===== src/rtl/uart_tx_fifo.sv =====
// uart_tx_fifo: UART transmitter fed by a small circular TX FIFO.
// Each frame is a start bit, DATA_WIDTH data bits sent LSB first, an optional
// parity bit and then one or two stop bits. The parity mode and stop count are
// captured when a word is popped from the FIFO.
// Ports:
//   i_clock, i_reset   system clock and synchronous active-high reset
//   i_tick             baud oversample strobe; OVERSAMPLE ticks make one bit
//   i_data, i_valid    host push; a word is accepted when i_valid & o_ready
//   o_ready            FIFO is not full
//   i_parity_mode      00/11 none, 01 even, 10 odd
//   i_stop_two         1 selects two stop bits, 0 selects one
//   o_tx               registered serial line, high when idle
//   o_busy             high from START through STOP
//   o_done             one-clock pulse when a frame ends
//   o_fifo_count       number of words held in the FIFO
module uart_tx_fifo #(
    parameter int unsigned DATA_WIDTH = 8,
    parameter int unsigned OVERSAMPLE = 16,
    parameter int unsigned FIFO_DEPTH = 4
) (
    input  logic                              i_clock,
    input  logic                              i_reset,
    input  logic                              i_tick,
    input  logic [DATA_WIDTH-1:0]             i_data,
    input  logic                              i_valid,
    output logic                              o_ready,
    input  logic [1:0]                        i_parity_mode,
    input  logic                              i_stop_two,
    output logic                              o_tx,
    output logic                              o_busy,
    output logic                              o_done,
    output logic [$clog2(FIFO_DEPTH+1)-1:0]   o_fifo_count
);

    localparam int unsigned PTR_W  = $clog2(FIFO_DEPTH);
    localparam int unsigned CNT_W  = $clog2(FIFO_DEPTH + 1);
    localparam int unsigned TICK_W = $clog2(OVERSAMPLE);
    localparam int unsigned BIT_W  = $clog2(DATA_WIDTH);

    localparam logic [4:0] S_IDLE   = 5'b00001;
    localparam logic [4:0] S_START  = 5'b00010;
    localparam logic [4:0] S_DATA   = 5'b00100;
    localparam logic [4:0] S_PARITY = 5'b01000;
    localparam logic [4:0] S_STOP   = 5'b10000;

    logic [DATA_WIDTH-1:0] mem [FIFO_DEPTH];

    logic [4:0]            state_q,      state_d;
    logic [PTR_W-1:0]      wr_ptr_q,     wr_ptr_d;
    logic [PTR_W-1:0]      rd_ptr_q,     rd_ptr_d;
    logic [CNT_W-1:0]      count_q,      count_d;
    logic                  ready_q,      ready_d;
    logic [DATA_WIDTH-1:0] shift_q,      shift_d;
    logic                  parity_bit_q, parity_bit_d;
    logic                  has_parity_q, has_parity_d;
    logic                  stop_two_q,   stop_two_d;
    logic                  stop_idx_q,   stop_idx_d;
    logic [TICK_W-1:0]     tick_q,       tick_d;
    logic [BIT_W-1:0]      bit_q,        bit_d;
    logic                  tx_q,         tx_d;
    logic                  busy_q,       busy_d;
    logic                  done_q,       done_d;

    logic                  push_c;
    logic                  pop_c;
    logic                  bit_end_c;
    logic [DATA_WIDTH-1:0] head_c;

    assign o_ready      = ready_q;
    assign o_tx         = tx_q;
    assign o_busy       = busy_q;
    assign o_done       = done_q;
    assign o_fifo_count = count_q;

    // ready_q mirrors count_q < FIFO_DEPTH, so a push while full is dropped
    // even when a pop frees a slot in the same cycle.
    assign push_c    = i_valid & ready_q;
    assign head_c    = mem[rd_ptr_q];
    assign bit_end_c = i_tick && (tick_q == TICK_W'(OVERSAMPLE - 1));

    // Next-state, FIFO bookkeeping and serial output.
    always_comb begin
        state_d      = state_q;
        wr_ptr_d     = wr_ptr_q;
        rd_ptr_d     = rd_ptr_q;
        count_d      = count_q;
        shift_d      = shift_q;
        parity_bit_d = parity_bit_q;
        has_parity_d = has_parity_q;
        stop_two_d   = stop_two_q;
        stop_idx_d   = stop_idx_q;
        tick_d       = tick_q;
        bit_d        = bit_q;
        done_d       = 1'b0;
        pop_c        = 1'b0;

        // Every state change happens on bit_end or out of IDLE, so the
        // counter is always zero on state entry.
        if (i_tick) begin
            tick_d = bit_end_c ? '0 : tick_q + TICK_W'(1);
        end

        case (state_q)
            S_IDLE: begin
                tick_d = '0;
                if (count_q != '0) begin
                    pop_c        = 1'b1;
                    shift_d      = head_c;
                    has_parity_d = (i_parity_mode == 2'b01) || (i_parity_mode == 2'b10);
                    parity_bit_d = (^head_c) ^ (i_parity_mode == 2'b10);
                    stop_two_d   = i_stop_two;
                    stop_idx_d   = 1'b0;
                    bit_d        = '0;
                    state_d      = S_START;
                end
            end
            S_START: begin
                if (bit_end_c) begin
                    state_d = S_DATA;
                end
            end
            S_DATA: begin
                if (bit_end_c) begin
                    if (bit_q == BIT_W'(DATA_WIDTH - 1)) begin
                        state_d = has_parity_q ? S_PARITY : S_STOP;
                    end else begin
                        bit_d   = bit_q + BIT_W'(1);
                        shift_d = shift_q >> 1;
                    end
                end
            end
            S_PARITY: begin
                if (bit_end_c) begin
                    state_d = S_STOP;
                end
            end
            S_STOP: begin
                if (bit_end_c) begin
                    if (stop_two_q && !stop_idx_q) begin
                        stop_idx_d = 1'b1;
                    end else begin
                        done_d  = 1'b1;
                        state_d = S_IDLE;
                    end
                end
            end
            default: begin
                state_d = S_IDLE;
            end
        endcase

        if (push_c) begin
            wr_ptr_d = wr_ptr_q + PTR_W'(1);
        end
        if (pop_c) begin
            rd_ptr_d = rd_ptr_q + PTR_W'(1);
        end
        case ({push_c, pop_c})
            2'b10:   count_d = count_q + CNT_W'(1);
            2'b01:   count_d = count_q - CNT_W'(1);
            default: count_d = count_q;
        endcase
        ready_d = (count_d < CNT_W'(FIFO_DEPTH));

        // Line level is derived from the state being entered so o_tx is a flop.
        case (state_d)
            S_START:  tx_d = 1'b0;
            S_DATA:   tx_d = shift_d[0];
            S_PARITY: tx_d = parity_bit_d;
            default:  tx_d = 1'b1;
        endcase
        busy_d = (state_d != S_IDLE);
    end

    // Control and datapath registers.
    always_ff @(posedge i_clock) begin
        if (i_reset) begin
            state_q      <= S_IDLE;
            wr_ptr_q     <= '0;
            rd_ptr_q     <= '0;
            count_q      <= '0;
            ready_q      <= 1'b1;
            shift_q      <= '0;
            parity_bit_q <= 1'b0;
            has_parity_q <= 1'b0;
            stop_two_q   <= 1'b0;
            stop_idx_q   <= 1'b0;
            tick_q       <= '0;
            bit_q        <= '0;
            tx_q         <= 1'b1;
            busy_q       <= 1'b0;
            done_q       <= 1'b0;
        end else begin
            state_q      <= state_d;
            wr_ptr_q     <= wr_ptr_d;
            rd_ptr_q     <= rd_ptr_d;
            count_q      <= count_d;
            ready_q      <= ready_d;
            shift_q      <= shift_d;
            parity_bit_q <= parity_bit_d;
            has_parity_q <= has_parity_d;
            stop_two_q   <= stop_two_d;
            stop_idx_q   <= stop_idx_d;
            tick_q       <= tick_d;
            bit_q        <= bit_d;
            tx_q         <= tx_d;
            busy_q       <= busy_d;
            done_q       <= done_d;
        end
    end

    // FIFO storage; contents need no reset because the pointers are cleared.
    always_ff @(posedge i_clock) begin
        if (push_c) begin
            mem[wr_ptr_q] <= i_data;
        end
    end

endmodule


===== config.mk =====
export PLATFORM = sky130hd
export DESIGN_NAME = uart_tx_fifo
export DESIGN_NICKNAME = d
export VERILOG_FILES = /design/src/rtl/uart_tx_fifo.sv
export SDC_FILE = /design/constraint.sdc
export NUM_CORES = 1
export LEC_CHECK = 0
export BUFFER_PORTS_ARGS = -buffer_cell sky130_fd_sc_hd__buf_2
export CAP_MARGIN = 20
export CORE_AREA = 5 5 80 82
export CTS_BUF_LIST = sky130_fd_sc_hd__clkbuf_4 sky130_fd_sc_hd__clkbuf_8
export CTS_CLUSTER_DIAMETER = 100
export DETAILED_ROUTE_END_ITERATION = 6
export DIE_AREA = 0 0 85 87
export GPL_TIMING_DRIVEN = 0
export HOLD_SLACK_MARGIN = 0.15
export MAX_ROUTING_LAYER = met4
export PLACE_DENSITY = 0.77
export SYNTH_ARGS = -nofsm -noshare
export SYNTH_HDL_FRONTEND = slang
export SYNTH_SLANG_ARGS = --single-unit

===== constraint.sdc =====
create_clock -name i_clock -period 2.1 [get_ports i_clock]
set_input_delay 0.21 -clock i_clock [delete_from_list [all_inputs] [get_ports i_clock]]
set_output_delay 0.21 -clock i_clock [all_outputs]
set_load 0.005 [all_outputs]

Word-level counts from Yosys, hierarchy flattened:

Memories as Yosys holds them, arrays and structs flattened. A register that Yosys moved wholly into a read port is not among the register bits.
Cells that the tools add are included.

* add/sub/neg operators: 6
* $mul: 0
* div/mod/pow operators: 0
* order comparisons: 1
* equal/unequal tests: 20
* shifts and indexed selects: 0
* muxes and demuxes: 33
* bitwise logic cells: 4
* reduce and logical (&&, ||, !) cells: 13

Operators with widths (number)
* $mux W5: 8
* $pmux W5 S5: 1
* $mux W8: 3
* $pmux W8 S2: 1
* $pmux W3 S2: 2
* $eq A5 B2 Y1 const B: 2
* $eq A5 B3 Y1 const B: 2
* $eq A5 B4 Y1 const B: 2
* $mux W1: 10
* $ne A2 B2 Y1 const B: 5
* $mux W3: 3
* $reduce_and A4 Y1: 2
* $reduce_xor A8 Y1: 1
* $add A3 B1 Y3 const B: 2
* $eq A5 B1 Y1 const B: 1
* $eq A5 B5 Y1 const B: 1
* $ne A5 B1 Y1 const B: 1
* $add A2 B1 Y2 const B: 2
* $add A4 B1 Y4 const B: 1
* $eq A2 B1 Y1 const B: 2
* $eq A2 B2 Y1 const B: 2
* $eq A4 B4 Y1 const B: 1
* $mux W2: 2
* $mux W4: 1
* 16 further kinds: 19

* register bits after elaboration: 35
* bits in latches: 0
* memory bits (writable): 32
* bits in read-only memories: 0
* logic and storage cells: 94
* memories: 1

Memories
* mem: words 4, bits a word 8, read ports 1, clocked after memory_dff 1, write ports 1, line 46 `logic [DATA_WIDTH-1:0] mem [FIFO_DEPTH];`

Depth between registers and ports, before layout:

* depth in word-level cells: 7
* gate-level depth with buffers: 12
* mapped depth without buffers: 10

Worst setup path before layout:

OpenSTA, ideal clock, no wires.

* path type: register -> register
* start: register count_q[0] (netlist: o_fifo_count[0])
* end: register ready_q (netlist: o_ready)
* library setup time: 114 ps
* arrival: 2286 ps
* required time: 1986 ps
* path slack: -300 ps
* cell stages (with the launch flop): 12
* buffers on the path: 1
* period minus slack after synthesis: 2400 ps
* cells stage by stage: dfxtp_1 > nor3_1 > nand4b_1 > inv_1 > clkbuf_1 > ha_1 > fa_1 > xnor2_1 > nor2_1 > xnor2_1 > nor2_1 > inv_1

* cells in the longest elaborated chain, start to end: 6

Ends and longest elaborated chain
* start, declared: line 51 `logic [CNT_W-1:0] count_q, count_d;`
* start signal, assigned: line 197 `count_q <= count_d;`
* $reduce_bool A3 Y1 (*): line 106 `if (count_q != '0) begin`
* $mux W1 (*): line 106
* $mux W1 (*): line 103 `case (state_q)`
* via pop_c: line 65 `logic pop_c;`
* $eq A2 B1 Y1 or $eq A2 B2 Y1 (tied branches): line 158 `case ({push_c, pop_c})`
* $pmux W3 S2 (*): line 158
* $lt A3 B3 Y1 (*): line 163 `ready_d = (count_d < CNT_W'(FIFO_DEPTH));`
* end signal, assigned: line 198 `ready_q <= ready_d;`
* end, declared: line 52 `logic ready_q, ready_d;`

The timed path passes the listed nets; every way through them passes the cells marked *.
A chain may end at the register's enable or synchronous reset.

Worst setup path after layout:

* start: register tick_q[1]
* end: register tx_q (netlist: o_tx)

* cells in the longest elaborated chain, start to end: 6

Ends and longest elaborated chain
* start, declared: line 58 `logic [TICK_W-1:0] tick_q, tick_d;`
* start signal, assigned: line 204 `tick_q <= tick_d;`
* $eq A4 B4 Y1 (*): line 79 `assign bit_end_c = i_tick && (tick_q == TICK_W'(OVERSAMPLE - 1));`
* $logic_and A1 B1 Y1 (*): line 79
* $mux W5, on equally long branches
* $pmux W5 S5: line 103
* $eq A5 B4 Y1 (tied with other cells): line 166 `case (state_d)`
* $pmux W1 S3 (*): line 166
* end signal, assigned: line 206 `tx_q <= tx_d;`
* end, declared: line 60 `logic tx_q, tx_d;`

Mark *: on every way between the ends. The rest lies on a longest branch, timed or not. The select of a mux whose other input is x is not followed.

==> flow_summary.json <==
{
  "rsz0062_at_grt": "true",
  "io_pins": 22,
  "start_util_pct": 53.5,
  "p_per_area_nw_per_um2": 1230,
  "yosys.area.top_type_share_pct": 31.6,
  "hold_violations": 0,
  "drive_gt1_share_pct": 32.3,
  "worstPathCellList": "ha_4 > and4_1 > buf_6 > nand3b_1 > a32oi_1 > a21oi_2 > or4b_1 > a31o_1",
  "ys_ff_latch": 69,
  "viasPerCell": 5.44,
  "clock_path_buffers": 2,
  "worstPathMaxFanout": 6,
  "tightest_slew_ns": 0.541,
  "violations": "negative setup slack",
  "place.gp.congestion": 0.858,
  "slowest_stage": "or4b_1",
  "endpoint_kind": "register",
  "grt_overflow": 0,
  "yosys.cell_types.count": 54,
  "core.rowCount": 28,
  "final.period_utilization_pct": 103,
  "diodes": 0,
  "cts_buffers": 9,
  "finalPower_uw": 4710,
  "leakage_uw": 0.00143,
  "setup_slack_ns": -0.0620,
  "setup_viol": 2,
  "synthMuxAreaShare_pct": 7.29,
  "arrival_ns": 2.41,
  "clkLatencyLatePin_ns": 0.35,
  "post-route-min-period_ns": 2.16,
  "synth_top_family_by_area": "simple AND/OR/NAND/NOR gates",
  "synth.avg_cell_area_um2": 12.0,
  "met2_length_mm": 3.28,
  "synth.area.top_cells": "edfxtp_1 (32%), dfxtp_1 (24%), mux4_2 (5.9%)",
  "skew_ns": 0.0150,
  "slowest_delay_ns": 0.52,
  "synthAdderAreaFrac_pct": 4.78,
  "die_area_um2": 7400,
  "dr.first_iter.drc_count": 163,
  "critPathKind": "register to register",
  "grt_antenna_before_repair": 0,
  "vias": 2159,
  "dpl.hpwl_mm": 3.74,
  "hold_depth": 3,
  "min_path_type": "primary input to register",
  "yosysWarningCount": 0,
  "status": "finished with violations",
  "synth_top_cell_by_area": "edfxtp_1",
  "clkSlewWorstSetupHoldPaths_ns": 0.09,
  "maxSlewViolCount": 0,
  "synth_compound_area_share_pct": 9.63,
  "start_kind": "register",
  "async_reset_ff_share_pct": 0,
  "synth_edf_count": 32,
  "grt_pass1_wl_mm": 10.1,
  "syn_area_um2": 3040,
  "highest_layer": "met4",
  "synth_nets": 280,
  "crit_family": "simple AND/OR/NAND/NOR gates",
  "area_delta_synth_final_pct": 25.9,
  "drt-met1-wl_mm": 2.55,
  "syn_inst": 254,
  "cts_sinks": 69,
  "cp_data_required_time_ns": 2.34,
  "core_area_um2": 5680,
  "fmax_mhz": 463,
  "final_nets": 343,
  "synth-simple-area-share_pct": 14.5,
  "fin_cells": 397,
  "hold_slack_ns": 0.178,
  "vdd_drop_max_v": 0.000668,
  "io_buffers": 21,
  "cap_violations": 0,
  "ff2ff_path_depth": 8,
  "wl_mm": 6.21,
  "drc": 0,
  "htreeDepth": 3,
  "dp_cells": 350,
  "cp.buffers_inverters": 1,
  "ant_nets": 0,
  "fp.dieW_um": 85,
  "root_buffer": "clkbuf_8",
  "grt_start_max_net_pins": 15,
  "synthFlopType": "dfxtp_1",
  "met3_length_um": 238,
  "cp_num_cells": 8,
  "cts_tree": "yes",
  "post_drt_wl_per_cell_um": 15.6,
  "yosysSeqAreaShare_pct": 56.0,
  "track_usage_pct": 18.3,
  "die-height_um": 87,
  "max_slew_margin_pct": 64.0,
  "grt_pass1_vias": 2172,
  "drt_first_pass_iters": 4,
  "synth_xor_area_share_pct": 4.78
}
[cells in the final DEF, fill, tap and decap left out, types with 3 or more instances in the layout]
cell            n
o21ai_0         4
nand2_1        23
clkbuf_1        4
dfxtp_4         5
dfxtp_2         3
nor2b_1         4
xnor2_1         7
mux2i_1         3
xor2_1          6
clkbuf_8        9
dfxtp_1        29
edfxtp_1       32
a21oi_1        17
inv_1           7
buf_4          23
clkinv_4        3
ha_1            6
buf_2          22
dlygate4sd3_1  10
nand3_1         3
mux4_2          8
nor2_1         21
nor3_1          4
and3_1          6
a22oi_1         6
buf_6           3
[cell usage after synthesis (5+ instances only)]
library cell and count:
a21oi_1 18, dfxtp_1 37, xor2_1 6, nor3_1 5
nand2_1 23, and3_1 6, mux4_2 8, edfxtp_1 32
xnor2_1 8, a22oi_1 6, nor2_1 23, clkbuf_1 5
ha_1 10, inv_1 8
[flip-flops by register name (all words and copies together) (netlist names), named ones only]
signal and flops:
o_tx 1, mem 32, wr_ptr_q 2, stop_two_q 1, o_fifo_count 3, parity_bit_q 1
has_parity_q 1, tick_q 4, state_q 5, o_busy 1, o_ready 1, stop_idx_q 1
rd_ptr_q 2, o_done 1, shift_q 8, bit_q 3
[final timing paths]
| check | from | slack [ns] | endpoint |
|---|---|---|---|
| max | tick_q[1] | -0.06 | o_tx |
| min | i_valid | 0.18 | wr_ptr_q[1] |
| max reg2reg | tick_q[1] | -0.06 | o_tx |
| min reg2reg | shift_q[4] | 0.46 | shift_q[4] |
[per-stage QoR]
stage | util, % | TNS [ns] | area [um2] | worst slack, ns
2_1_floorplan | - | -0.000844 | 3070 | -0.000844
3_3_place_gp | 57.6 | -1.15 | 3270 | -0.310
3_5_place_dp | 57.6 | -1.17 | 3270 | -0.289
4_1_cts | 65.1 | -0.0677 | 3700 | -0.0626
5_1_grt | 67.4 | -0.331 | 3830 | -0.141
6_report | 67.4 | -0.0918 | 3830 | -0.0620
[metal layers]
layer | GRT usage [%] | vias up
li1 | - | 1053
met4 | 9.64 | 0
met2 | 31.0 | 45
met5 | - | -
met3 | 3.41 | 19
met1 | 20.7 | 1042
[tightest hold or removal path, cell delays in order]
cell and delay (ns):
buf_2 0.13, nand3_1 0.08, a21oi_1 0.06
[cell type report]
type | count | area (um2)
fill | 421 | 1850
sequential | 69 | 1720
multi-input combinational | 165 | 1330
timing repair buffer | 55 | 389
clock buffer | 9 | 124
tap | 75 | 93.8
buffer | 9 | 77.6
clock inverter | 7 | 58.8
inverter | 8 | 30.0
[logic make-up (layout without fill, tap and decap cells)]
logic type / count (synthesis) / after routing
muxes: 12 / 12
and+or+nand+nor: 84 / 84
adders and majority gates: 11 / 11
DFF: 69 / 69
AOI/OAI and AO/OA: 43 / 43
buffers and inverters: 20 / 88
xor gates and xnor gates: 15 / 15
[report_power, final]
group          leakage, uW  switching (uW)  internal [uW]
Combinational     0.000747             860            994
Clock            0.0000864             554            442
Sequential        0.000600             178           1690
Total              0.00143            1590           3120
[what timing repair did]
action	CTS	global route
pin swaps	9	11
hold buffers	10	0
gates resized for setup	19	13
setup endpoints to repair	5	10
setup buffers	14	10
endpoints found under the hold margin	35	0
Power figures use the tool's default switching activity.
